`src/rtl/dac_tx_pkg.sv`:
```
// dac_tx_pkg: shared types and defaults for the serial DAC transmitter.
// frame_cycles() gives strobe-edge to LE-falling-edge length in CLK cycles.
package dac_tx_pkg;

    typedef enum logic [1:0] {
        IDLE,
        SHIFT,
        LATCH
    } dac_state_e;

    localparam int DAC_DATA_W    = 20;
    localparam int DAC_CLK_DIV   = 4;
    localparam int DAC_LE_CYCLES = 2;

    function automatic int frame_cycles(
        input int data_w,
        input int clk_div,
        input int le_cycles
    );
        return 1 + 2 * clk_div * data_w + le_cycles;
    endfunction

endpackage

```
`src/rtl/dac_serial_tx_sclk_gen.sv`:
```
// sclk_gen: divided DAC bit clock with one-cycle edge strobes.
// rise_o/fall_o flag the CLK edge on which sclk_o is about to toggle.
module sclk_gen #(
    parameter int CLK_DIV = 4
) (
    input  logic clk_i,
    input  logic rst_ni,
    input  logic en_i,
    input  logic restart_i,
    output logic sclk_o,
    output logic rise_o,
    output logic fall_o
);

    localparam int CW = $clog2(CLK_DIV + 1);

    logic [CW-1:0] cnt_q, cnt_d;
    logic          sclk_q, sclk_d;
    logic          term;

    assign term   = (cnt_q == CW'(CLK_DIV - 1));
    assign rise_o = en_i && !restart_i && term && !sclk_q;
    assign fall_o = en_i && !restart_i && term && sclk_q;
    assign sclk_o = sclk_q;

    always_comb begin
        cnt_d  = cnt_q;
        sclk_d = sclk_q;
        if (restart_i) begin
            cnt_d  = '0;
            sclk_d = 1'b0;
        end else if (en_i) begin
            if (term) begin
                cnt_d  = '0;
                sclk_d = ~sclk_q;
            end else begin
                cnt_d = cnt_q + 1'b1;
            end
        end
    end

    always_ff @(posedge clk_i or negedge rst_ni) begin
        if (!rst_ni) begin
            cnt_q  <= '0;
            sclk_q <= 1'b0;
        end else begin
            cnt_q  <= cnt_d;
            sclk_q <= sclk_d;
        end
    end

endmodule

```
`src/rtl/dac_serial_tx.sv`:
```
// dac_serial_tx: MSB-first serial DAC shifter with one-entry pending buffer.
// Define DAC_OFFSET_BINARY_EN to invert each sample's MSB at load (offset binary).
module dac_serial_tx
    import dac_tx_pkg::*;
#(
    parameter int DATA_W    = DAC_DATA_W,
    parameter int CLK_DIV   = DAC_CLK_DIV,
    parameter int LE_CYCLES = DAC_LE_CYCLES
) (
    input  logic              CLK,
    input  logic              RST,
    input  logic [DATA_W-1:0] sample_in,
    input  logic              sample_stb,
    input  logic              clr_overrun,
    output logic              serial_out,
    output logic              clk_out,
    output logic              LE,
    output logic              busy,
    output logic              overrun
);

    localparam int BW = $clog2(DATA_W + 1);
    localparam int LW = $clog2(LE_CYCLES + 1);

    dac_state_e        state_q;
    logic [DATA_W-1:0] shreg_q;
    logic [DATA_W-1:0] pend_q;
    logic              pend_full_q;
    logic [BW-1:0]     bit_cnt_q;
    logic [LW-1:0]     le_cnt_q;
    logic              first_q;
    logic              last_q;
    logic              serial_q;
    logic              le_q;
    logic              busy_q;
    logic              ovr_q;

    logic              le_done;
    logic              drain;
    logic              load;
    logic              store;
    logic              ovr_set;
    logic [DATA_W-1:0] load_src;
    logic [DATA_W-1:0] load_w;
    logic              sclk_en;
    logic              sclk_rise;
    logic              sclk_fall;

    assign le_done = (state_q == LATCH) && (le_cnt_q == LW'(LE_CYCLES - 1));
    assign drain   = le_done && pend_full_q;

    // A strobe landing as an empty-buffer frame ends starts the next frame directly.
    assign load = ((state_q == IDLE) && sample_stb)
               || drain
               || (le_done && sample_stb);

    assign store    = sample_stb && busy_q && !(le_done && !pend_full_q);
    assign ovr_set  = store && pend_full_q && !drain;
    assign load_src = drain ? pend_q : sample_in;

`ifdef DAC_OFFSET_BINARY_EN
    assign load_w = {~load_src[DATA_W-1], load_src[DATA_W-2:0]};
`else
    assign load_w = load_src;
`endif

    // The first SHIFT cycle holds the divider so the MSB gets its load cycle.
    assign sclk_en = (state_q == SHIFT) && !first_q;

    sclk_gen #(
        .CLK_DIV (CLK_DIV)
    ) u_sclk (
        .clk_i     (CLK),
        .rst_ni    (RST),
        .en_i      (sclk_en),
        .restart_i (load),
        .sclk_o    (clk_out),
        .rise_o    (sclk_rise),
        .fall_o    (sclk_fall)
    );

    assign serial_out = serial_q;
    assign LE         = le_q;
    assign busy       = busy_q;
    assign overrun    = ovr_q;

    always_ff @(posedge CLK or negedge RST) begin
        if (!RST) begin
            state_q     <= IDLE;
            shreg_q     <= '0;
            pend_q      <= '0;
            pend_full_q <= 1'b0;
            bit_cnt_q   <= '0;
            le_cnt_q    <= '0;
            first_q     <= 1'b0;
            last_q      <= 1'b0;
            serial_q    <= 1'b0;
            le_q        <= 1'b0;
            busy_q      <= 1'b0;
            ovr_q       <= 1'b0;
        end else begin
            first_q <= load;

            if (store) begin
                pend_q      <= sample_in;
                pend_full_q <= 1'b1;
            end else if (drain) begin
                pend_full_q <= 1'b0;
            end

            if (ovr_set) begin
                ovr_q <= 1'b1;
            end else if (clr_overrun) begin
                ovr_q <= 1'b0;
            end

            unique case (state_q)
                IDLE: begin
                    if (load) begin
                        shreg_q   <= load_w;
                        serial_q  <= load_w[DATA_W-1];
                        bit_cnt_q <= '0;
                        last_q    <= 1'b0;
                        busy_q    <= 1'b1;
                        state_q   <= SHIFT;
                    end
                end
                SHIFT: begin
                    if (sclk_rise) begin
                        last_q <= (bit_cnt_q == BW'(DATA_W - 1));
                    end
                    if (sclk_fall) begin
                        if (last_q) begin
                            serial_q <= 1'b0;
                            le_q     <= 1'b1;
                            le_cnt_q <= '0;
                            state_q  <= LATCH;
                        end else begin
                            shreg_q   <= {shreg_q[DATA_W-2:0], 1'b0};
                            serial_q  <= shreg_q[DATA_W-2];
                            bit_cnt_q <= bit_cnt_q + 1'b1;
                        end
                    end
                end
                LATCH: begin
                    if (le_done) begin
                        le_q <= 1'b0;
                        if (load) begin
                            shreg_q   <= load_w;
                            serial_q  <= load_w[DATA_W-1];
                            bit_cnt_q <= '0;
                            last_q    <= 1'b0;
                            state_q   <= SHIFT;
                        end else begin
                            busy_q  <= 1'b0;
                            state_q <= IDLE;
                        end
                    end else begin
                        le_cnt_q <= le_cnt_q + 1'b1;
                    end
                end
                default: begin
                    state_q <= IDLE;
                end
            endcase
        end
    end

endmodule

```
`config.mk`:
```
export PLATFORM = sky130hd
export DESIGN_NAME = dac_serial_tx
export DESIGN_NICKNAME = d
export VERILOG_FILES = /design/src/rtl/dac_tx_pkg.sv /design/src/rtl/dac_serial_tx_sclk_gen.sv /design/src/rtl/dac_serial_tx.sv
export SDC_FILE = /design/constraint.sdc
export NUM_CORES = 1
export LEC_CHECK = 0
export CAP_MARGIN = 20
export CORE_ASPECT_RATIO = 0.6
export CORE_MARGIN = 2
export CORE_UTILIZATION = 55
export DETAILED_ROUTE_END_ITERATION = 10
export PLACE_DENSITY = 0.82
export SYNTH_ARGS = -nofsm -noshare
export SYNTH_HDL_FRONTEND = slang
export SYNTH_HIERARCHICAL = 1
export SYNTH_SLANG_ARGS = --single-unit
```
`constraint.sdc`:
```
create_clock -name CLK -period 4.35 [get_ports CLK]
set_clock_uncertainty 0.2 [all_clocks]
set_input_delay 0.87 -clock CLK [delete_from_list [all_inputs] [get_ports CLK]]
set_output_delay 0.87 -clock CLK [all_outputs]
set_load 0.01 [all_outputs]
```
* Yosys cells after proc, flatten, opt, wreduce, memory -nomap -nowiden *
Index checks and enable logic that the tools add are counted.

storage, ports and cells
  register bits after elaboration = 60
  logic and storage cells = 117
  input bits = 24
  output and inout bits = 5

operators by class
  bitwise logic cells = 1
  eq/ne operators = 13
  add/sub/neg operators = 3
  mux-type cells = 48
  reduce and logical (&&, ||, !) cells = 38

operators with widths
  cell                   count
  $mux W20               5
  $pmux W20 S3           1
  $mux W1                21
  $mux W5                4
  $reduce_and A4 Y1      5
  $ne A2 B2 Y1 const B   8
  $pmux W5 S3            1
  $logic_and A1 B1 Y1    14
  $mux W2                7
  $reduce_bool A2 Y1     6
  $mux W3                3
  $logic_not A1 Y1       6
  $pmux W1 S3            2
  $pmux W2 S3            1
  $reduce_and A3 Y1      2
  $add A5 B1 Y5 const B  1
  $eq A5 B5 Y1 const B   1
  $eq A2 B1 Y1 const B   2
  $pmux W1 S2            2
  $pmux W2 S2            1
  $add A3 B1 Y3 const B  1
  $eq A3 B2 Y1 const B   1
  $reduce_bool A3 Y1     1
  $add A2 B1 Y2 const B  1
  other kinds (5)        6

* Logic depth before layout (Yosys ltp) *
Gate-level depths: netlist (run 1).

  depth after elaboration = 11
  gate-level depth with buffers = 12
  gate-level depth less buffers = 9

* Hierarchy *
The synthesis (run 1) kept the hierarchy.

modules (own cells, without submodules)
  module         instances  seq. area each (sq um)  area each (sq um)  cells each
  dac_serial_tx  1          1376.3                  3050.4             276
  sclk_gen       1          100.1                   195.2              18

* Worst setup path before layout (run 1) *
OpenSTA, ideal clock, no wires.

  kind = register to register
  start = register state_q[0]
  end = register shreg_q[0]
  library setup time = 125 ps
  cell stages (with the launch flop) = 12
  buffers on the path = 3
  data required time = 4025 ps
  path slack = 1365 ps
  arrival time = 2660 ps
  period minus slack after synthesis = 2985 ps
  cell sequence = dfrtp_1 -> buf_2 -> buf_2 -> nand2b_1 -> nor2_1 -> nand3b_1 -> nor3b_1 -> clkbuf_1 -> mux2i_1 -> o32ai_2 -> a21boi_2 -> mux2_2

on the way
  elaborated cells on any way between the ends = 23
  those cells by class = eq/ne: 5; mux: 4; reduce/logical: 14

RTL lines
  item                              line                          text
  start: declaration                dac_serial_tx.sv:25           dac_state_e state_q;
  start signal: assignment          dac_serial_tx.sv:89           state_q <= IDLE;
  start signal: assignment          dac_serial_tx.sv:125          state_q <= SHIFT;
  start signal: assignment          dac_serial_tx.sv:137          state_q <= LATCH;
  $eq A2 B1 Y1                      dac_serial_tx.sv:68           assign sclk_en = (state_q == SHIFT) && !first_q;
  $logic_and A1 B1 Y1               dac_serial_tx.sv:68
  net sclk_en                       dac_serial_tx.sv:45           logic sclk_en;
  $logic_and A1 B1 Y1 (3 in a row)  dac_serial_tx_sclk_gen.sv:23  assign fall_o = en_i && !restart_i && term && sclk_q;
  net sclk_fall                     dac_serial_tx.sv:47           logic sclk_fall;
  $ne A2 B2 Y1 (no line)            n/a
  $reduce_and A4 Y1 (no line)       n/a
  end signal: assignment            dac_serial_tx.sv:120          shreg_q <= load_w;
  end signal: assignment            dac_serial_tx.sv:139          shreg_q <= {shreg_q[DATA_W-2:0], 1'b0};
  end signal: assignment            dac_serial_tx.sv:149          shreg_q <= load_w;
  end: declaration                  dac_serial_tx.sv:26           logic [DATA_W-1:0] shreg_q;

The timed path passes the listed nets, and every way through them passes these cells. The select of a mux whose other input is x is not followed.
A chain may end at the register's enable or synchronous reset.

* Final worst setup path (run 1) *
  start = input port sample_stb
  end = register shreg_q[14]

on the way
  longest elaborated chain between the ends = 9
  elaborated cells on any way between the ends = 13
  those cells by class = eq/ne: 1; mux: 3; reduce/logical: 9

ends and longest elaborated chain
  item                                  line                          text
  start: declaration                    dac_serial_tx.sv:13           input logic sample_stb,
  $logic_and A1 B1 Y1                   dac_serial_tx.sv:53           assign load = ((state_q == IDLE) && sample_stb)
  $logic_or A1 B1 Y1                    dac_serial_tx.sv:54           || drain
  $logic_or A1 B1 Y1 (*)                dac_serial_tx.sv:55           || (le_done && sample_stb);
  net load                              dac_serial_tx.sv:40           logic load;
  $logic_not A1 Y1 (*)                  dac_serial_tx_sclk_gen.sv:23
  $logic_and A1 B1 Y1 (*) (3 in a row)  dac_serial_tx_sclk_gen.sv:23
  net sclk_fall                         dac_serial_tx.sv:47
  $ne A2 B2 Y1 (no line) (*)            n/a
  $reduce_and A4 Y1 (no line) (*)       n/a

Mark *: on every way through the listed nets, which the timed path passes. The rest lies on a longest branch. The select of a mux whose other input is x is not followed.

==> results of run 1 <==
==> flip-flops by register name, indices dropped and copies added (netlist names) <==
signal and cells:
overrun 1, last_q 1, pend_full_q 1, serial_out 1, shreg_q 19, u_sclk/cnt_q 3
u_sclk/sclk_o 1, pend_q 20, state_q 2, first_q 1, busy 1, le_cnt_q 2
bit_cnt_q 5, LE 1
==> worst reg2reg max path: stages (launching register included) <==
cell and delay, ps:
sky130_fd_sc_hd__dfrtp_1 380, sky130_fd_sc_hd__buf_4 250, sky130_fd_sc_hd__a21oi_1 350, sky130_fd_sc_hd__nor3_1 100
sky130_fd_sc_hd__buf_4 190, sky130_fd_sc_hd__nor3b_1 190, sky130_fd_sc_hd__buf_4 200, sky130_fd_sc_hd__mux2i_1 120
sky130_fd_sc_hd__o32ai_4 160, sky130_fd_sc_hd__a21boi_2 190, sky130_fd_sc_hd__buf_4 210, sky130_fd_sc_hd__buf_4 260
sky130_fd_sc_hd__a2bb2oi_2 170
==> layer usage <==
layer  vias up  track usage
li1       1154            -
met1      1187        0.348
met2        82        0.318
met3         4       0.0810
met4         0       0.0674
met5         -            0
==> power breakdown <==
| part | internal (mW) | total, mW | switching [mW] |
|---|---|---|---|
| Sequential | 0.699 | 0.809 | 0.110 |
| Combinational | 0.410 | 0.795 | 0.385 |
| Clock | 0.260 | 0.466 | 0.206 |
| Total | 1.37 | 2.07 | 0.700 |
==> cell type report <==
type / instances / area, µm²
clock inverters: 3 / 40.0
multi-input cells: 196 / 1610
flip-flops and latches: 59 / 1480
clock buffers: 12 / 135
well taps: 80 / 100
fillers: 445 / 1850
repair buffers: 39 / 358
inverters: 14 / 52.6
==> synthesized netlist by cell type (2+ instances only) <==
cell type                    n  share of area
sky130_fd_sc_hd__a21o_1      3         0.0069
sky130_fd_sc_hd__a21oi_1     7          0.011
sky130_fd_sc_hd__a2bb2oi_2  18          0.083
sky130_fd_sc_hd__a31oi_1     2         0.0039
sky130_fd_sc_hd__buf_2      10          0.015
sky130_fd_sc_hd__buf_6       2         0.0069
sky130_fd_sc_hd__clkbuf_1   13          0.015
sky130_fd_sc_hd__dfrtp_1    59           0.45
sky130_fd_sc_hd__ha_1        3          0.012
sky130_fd_sc_hd__inv_1      13          0.015
sky130_fd_sc_hd__mux2_2     22          0.076
sky130_fd_sc_hd__mux2i_1     4          0.012
sky130_fd_sc_hd__nand2_1    13          0.015
sky130_fd_sc_hd__nand2b_1    4         0.0077
sky130_fd_sc_hd__nand3_1     6         0.0093
sky130_fd_sc_hd__nor2_1      8         0.0093
sky130_fd_sc_hd__nor2b_1    22          0.042
sky130_fd_sc_hd__nor3_1      2         0.0031
sky130_fd_sc_hd__nor4_1      2         0.0039
sky130_fd_sc_hd__nor4b_1     2         0.0054
sky130_fd_sc_hd__nor4bb_1   18          0.056
sky130_fd_sc_hd__o21ai_0    23          0.035
sky130_fd_sc_hd__o221ai_1   18          0.049
sky130_fd_sc_hd__o22ai_1     4         0.0077
==> layout by cell type (no fill, tap or decap), types with 3 or more instances in the layout <==
master	netlist	layout
sky130_fd_sc_hd__dfrtp_1	59	59
sky130_fd_sc_hd__a2bb2oi_2	18	18
sky130_fd_sc_hd__nor4bb_1	18	18
sky130_fd_sc_hd__inv_1	13	13
sky130_fd_sc_hd__nand2_1	13	13
sky130_fd_sc_hd__mux2_2	22	22
sky130_fd_sc_hd__nand3_1	6	6
sky130_fd_sc_hd__a21oi_1	7	7
sky130_fd_sc_hd__o221ai_1	18	18
sky130_fd_sc_hd__o21ai_0	23	23
sky130_fd_sc_hd__nand2b_1	4	4
sky130_fd_sc_hd__nor2b_1	22	22
sky130_fd_sc_hd__o22ai_1	4	4
sky130_fd_sc_hd__clkdlybuf4s50_1	0	27
sky130_fd_sc_hd__a21o_1	3	3
sky130_fd_sc_hd__clkbuf_1	13	3
sky130_fd_sc_hd__ha_1	3	3
sky130_fd_sc_hd__buf_4	0	11
sky130_fd_sc_hd__nor2_1	8	8
sky130_fd_sc_hd__clkbuf_8	0	9
sky130_fd_sc_hd__mux2i_1	4	4
==> kinds of logic (layout without fill, tap and decap cells) <==
kind of cell	count (synthesis)	after routing
flops	59	59
fa+ha+maj	3	3
compound gates	87	87
mux	26	26
xor+xnor	1	1
buf+inv	39	68
simple gates	79	79
==> worst max path at each step <==
stage,start,to,cells past startpoint
2_1_floorplan,state_q[0],shreg_q[0],11
3_3_place_gp,sample_stb,bit_cnt_q[0],12
3_5_place_dp,sample_stb,bit_cnt_q[1],12
4_1_cts,sample_stb,shreg_q[14],12
5_1_grt,sample_stb,shreg_q[14],12
6_report,sample_stb,shreg_q[14],12
==> stage by stage <==
stage,hold slack [ps],cells,cell area [µm²]
after CTS,281,403,3770
after detailed placement,266,388,3600
after global placement,259,388,3600
after floorplan,250,294,3250
after global routing,303,403,3770
final,275,403,3770
==> impl_metrics.ini, run 1 <==
[detailed_routing]
highest_layer = met4
wl_per_cell_um = 17.1
met2_wirelength_um = 2980
detailedRoute.firstIterationViolations = 181
drtAntennaViolNets = 0
detail_route.drc_violations = 0
detailroute.via_count = 2427
routed_wirelength_um = 6910
routed_via_density = 6.02
wl_met1_um = 3470
routed-wl-met3_um = 426
detail_route.first_pass.iterations = 4

[global_route]
grt_pass1_wl_um = 11800
grt_antenna_before_repair = 0
grt_use_total = 0.233
largest_net_degree_at_the_start_of_global_routing = 57
first_global_vias = 2369
globalRouteOverflowTotal = 0

[sta]
hold_viol = 0
period_needed_ps = 3420
tightest_slew_ps = 925
timing_max_transition_violations_final = 0
slew-limit-headroom = 0.383
rsz0062_at_grt = no
tcrit_tclk_final = 0.786
maximum_clock_rate_mhz = 293
final.setup.worst_slack_ps = 933
finalSetupViolCount = 0
total_negative_setup_slacks_ps = 0

[min_path]
min_from = le_cnt_q[1]
worst_hold_path.endpoint = le_cnt_q[1]
timing.hold.worst.class = flip-flop to flip-flop
hold-path-cell-count = 1

[placement]
detailedPlace.worstSlack_ps = 614
dp_hpwl_um = 4330
buffer_ports.inserted = 28
place_congestion = 0.803

[worst_setup_path]
critical_path_arrival_ps = 3480
regToRegEndpoint = shreg_q[14]
crit_family = buffers and inverters
slowest_cell_delay_on_critical_path_ps = 490
timing.reg2reg.worst_path_depth = 12
timing.setup.critical_path_class = input pin to flip-flop
cp-end-kind = flip-flop
critical_path.most_common_cell = sky130_fd_sc_hd__buf_4
crit_path_top_delay_cell = sky130_fd_sc_hd__clkdlybuf4s50_1
critPathLaunchType = input pin
worst_r2r_start = state_q[1]
regToRegSetupSlack_ps = 1320
critical_path.max_fanout = 12
cp_data_required_time_ps = 4420
crit_path_cell_trace = clkdlybuf4s50_1 > a21oi_1 > nor3_1 > buf_4 > nor3b_1 > buf_4 > mux2i_1 > o32ai_4 > a21boi_2 > buf_4 > buf_4 > a2bb2oi_2
crit_buf_inv = 5

[clock_tree]
clk_root_buffer_cell = sky130_fd_sc_hd__clkbuf_8
holdBufCountCts = 0
postCtsResizedCells = 0
number_of_buffers_between_clock_root_and_the_deepest_sink = 2
cts_tree = built
cts_htree_levels = 3
cts_sinks = 59
cts_bufs_inserted = 9
post-cts-setup-buffers = 0
worst_skew_pair.late_latency_ps = 340
cts.reportedPaths.clkPinSlew_ps = 70

[synthesis]
ys_seq_area_frac = 0.455
synth-simple-area-share = 0.156
yosys_register_bits = 59
post_synth_xor_area_fraction = 0.00270
synth-edff-count = 0
post_synth_inst_count = 294
synth-warning-count = 6
synth_top_family_by_area = compound AO/OA/AOI/OAI gates
post_synth_mux_area_share = 0.0887
synth.net_count = 321
asyncSetResetFlopFracSynth = 1.00
synth_area_per_cell_um2 = 11.0
synthesis.area_um2 = 3250
synthAdderAreaFrac = 0.0116
ys_dominant_reg_cell = sky130_fd_sc_hd__dfrtp_1
synth_compound_gate_area_share = 0.232
synthDistinctLibCells = 40

[die]
rows = 21
die_width_um = 103
initial_core_util = 0.577
die-area_um2 = 6550
io-pin-count = 29
die_height_um = 63.5
fp.coreArea_um2 = 5620

[cells_and_area]
area_growth_pct = 16.3
final_util = 0.671
finalNetCount = 346
post_route_cells_drive_above_1_share = 0.214
antenna-diode-count = 0

[run_status]
status = finished, final reports clean

[pwr]
design_power_total_mw = 2.07
cellPowerDensity_nw_per_um2 = 548
vdd_ir_drop_max_v = 0.000280
total_leakage_power_nw = 1.52

[job]
cap_viol_max_count = 0
Power figures use the tool's default switching activity.
==> inputs of run 2 (changes only) <==
Settings changed: CORE_UTILIZATION 55 to 52, PLACE_DENSITY 0.82 to 0.81.
Clock period 4.35 ns to 2.8 ns, I/O delays scaled along.
==> impl_metrics.ini, run 2 (same netlist as run 1, synthesis figures left out) <==
[die]
rows = 22
die_width_um = 106
die_height_um = 65.2
fp.coreArea_um2 = 6080
die-area_um2 = 6910
io-pin-count = 29
initial_core_util = 0.534

[cells_and_area]
finalNetCount = 352
largest_registers = pend_q x20, shreg_q x19, bit_cnt_q x5
largest_register_ff_count = 20
antenna-diode-count = 0
area_growth_pct = 18.7
register_with_the_highest_flop_count = pend_q
fillCellCount = 482
final_cell_mix = 59 x sky130_fd_sc_hd__dfrtp_1, 27 x sky130_fd_sc_hd__clkdlybuf4s50_1, 23 x sky130_fd_sc_hd__o21ai_0
post_route_cells_drive_above_1_share = 0.233
most_frequent_standard_cell_in_the_layout_excluding_fill_and_tap_cells = sky130_fd_sc_hd__dfrtp_1

[detailed_routing]
drtAntennaViolNets = 0
routed_wirelength_um = 6880
detail_route.drc_violations = 0
routed_via_density = 5.92
detailroute.via_count = 2452
detailedRoute.firstIterationViolations = 156
wl_per_cell_um = 16.6
detail_route.first_pass.iterations = 5

[worst_setup_path]
critical_path_arrival_ps = 2620
cp_data_required_time_ps = 2860
critPathLaunchType = flip-flop
critical_path.max_fanout = 10
crit_buf_inv = 1
slowest_cell_delay_on_critical_path_ps = 400
cp-end-kind = flip-flop
crit_path_top_delay_cell = sky130_fd_sc_hd__dfrtp_1
timing.setup.critical_path_class = flip-flop to flip-flop
crit_path_cell_trace = nand2b_1 > nor2_2 > nand3b_1 > nor3b_2 > mux2i_1 > o32ai_4 > a21boi_4 > buf_4 > a2bb2oi_2
crit_family = simple AND/OR/NAND/NOR gates

[global_route]
globalRouteOverflowTotal = 0
grt_pass1_wl_um = 12200
grt_antenna_before_repair = 0
grt_use_total = 0.225
first_global_vias = 2509
largest_net_degree_at_the_start_of_global_routing = 60

[placement]
detailedPlace.worstSlack_ps = -42.9
place_congestion = 0.779
dp_hpwl_um = 4490
buffer_ports.inserted = 28

[run_status]
status = finished, final reports clean

[sta]
period_needed_ps = 2560
hold_viol = 0
final.setup.worst_slack_ps = 238
timing_max_transition_violations_final = 0
total_negative_setup_slacks_ps = 0
final.hold.worst_slack_ps = 167
finalSetupViolCount = 0
slew-limit-headroom = 0.499
tightest_slew_ps = 752
tcrit_tclk_final = 0.915
maximum_clock_rate_mhz = 390
rsz0062_at_grt = no

[clock_tree]
holdBufCountCts = 0
cts_bufs_inserted = 9
cts_htree_levels = 3
number_of_buffers_between_clock_root_and_the_deepest_sink = 2
clk_root_buffer_cell = sky130_fd_sc_hd__clkbuf_8
cts_tree = built
cts_sinks = 59
cts.reportedPaths.clkPinSlew_ps = 70
postCtsResizedCells = 0
post-cts-setup-buffers = 0
worst_skew_pair.late_latency_ps = 340

[job]
cap_viol_max_count = 0

[pwr]
total_leakage_power_nw = 1.57
cellPowerDensity_nw_per_um2 = 850
vdd_ir_drop_max_v = 0.000361

[min_path]
timing.hold.worst.class = input pin to asynchronous set/reset pin
[run 2: changes by cell type in the layout (fill, tap and decap cells not counted)]
| cell | delta |
|---|---|
| sky130_fd_sc_hd__a21boi_4 | +1 |
| sky130_fd_sc_hd__clkinv_2 | -1 |
| sky130_fd_sc_hd__clkbuf_1 | +1 |
| sky130_fd_sc_hd__nor2_1 | -1 |
| sky130_fd_sc_hd__a21boi_2 | -1 |
| sky130_fd_sc_hd__nor3b_2 | +1 |
| sky130_fd_sc_hd__buf_4 | +6 |
| sky130_fd_sc_hd__nor3b_1 | -1 |
| sky130_fd_sc_hd__nor2_2 | +1 |
| sky130_fd_sc_hd__clkbuf_8 | +1 |
[run 2: final cells by class]
cell class | count | area, µm² | area share
clock buffer | 14 | 153 | 0.0396
clock inverter | 2 | 35.0 | 0.00909
inverter | 14 | 52.6 | 0.0136
multi-input combinational | 196 | 1630 | 0.423
sequential | 59 | 1480 | 0.383
tap | 84 | 105 | 0.0273
timing repair buffer | 45 | 403 | 0.105
[run 2: metal layers]
metal	vias up	part of all wire	GRT usage
li1	1171	-	-
met5	-	0	0
met4	0	0.018	0.0905
met3	14	0.044	0.0635
met2	62	0.43	0.344
met1	1205	0.50	0.305
[run 2: worst paths after layout]
path | startpoint | end | slack [ps] | cells past startpoint
worst max register to register | state_q[1] | shreg_q[17] | 240 | 9
worst min register to register | le_cnt_q[1] | le_cnt_q[1] | 290 | 1
max in group asynchronous | RST | first_q | 1730 | 2
min in group CLK | le_cnt_q[1] | le_cnt_q[1] | 290 | 1
worst max-delay path | state_q[1] | shreg_q[17] | 240 | 9
worst min-delay path | RST | pend_q[14] | 170 | 2
[run 2: stage by stage]
step | total power [mW] | utilization | std cells | area [µm²]
after floorplan | 2.22 | - | 294 | 3260
after global placement | 2.46 | 0.602 | 398 | 3660
after detailed placement | 2.52 | 0.602 | 398 | 3660
after CTS | 3.28 | 0.632 | 414 | 3850
after global routing | 3.47 | 0.633 | 414 | 3850
final | 3.27 | 0.633 | 414 | 3850
[run 2: power by group]
| part | leakage (nW) | total, mW | switching, mW | internal (mW) |
|---|---|---|---|---|
| combinational | 0.790 | 1.24 | 0.592 | 0.652 |
| clock | 0.0947 | 0.763 | 0.328 | 0.436 |
| sequential | 0.680 | 1.27 | 0.179 | 1.09 |
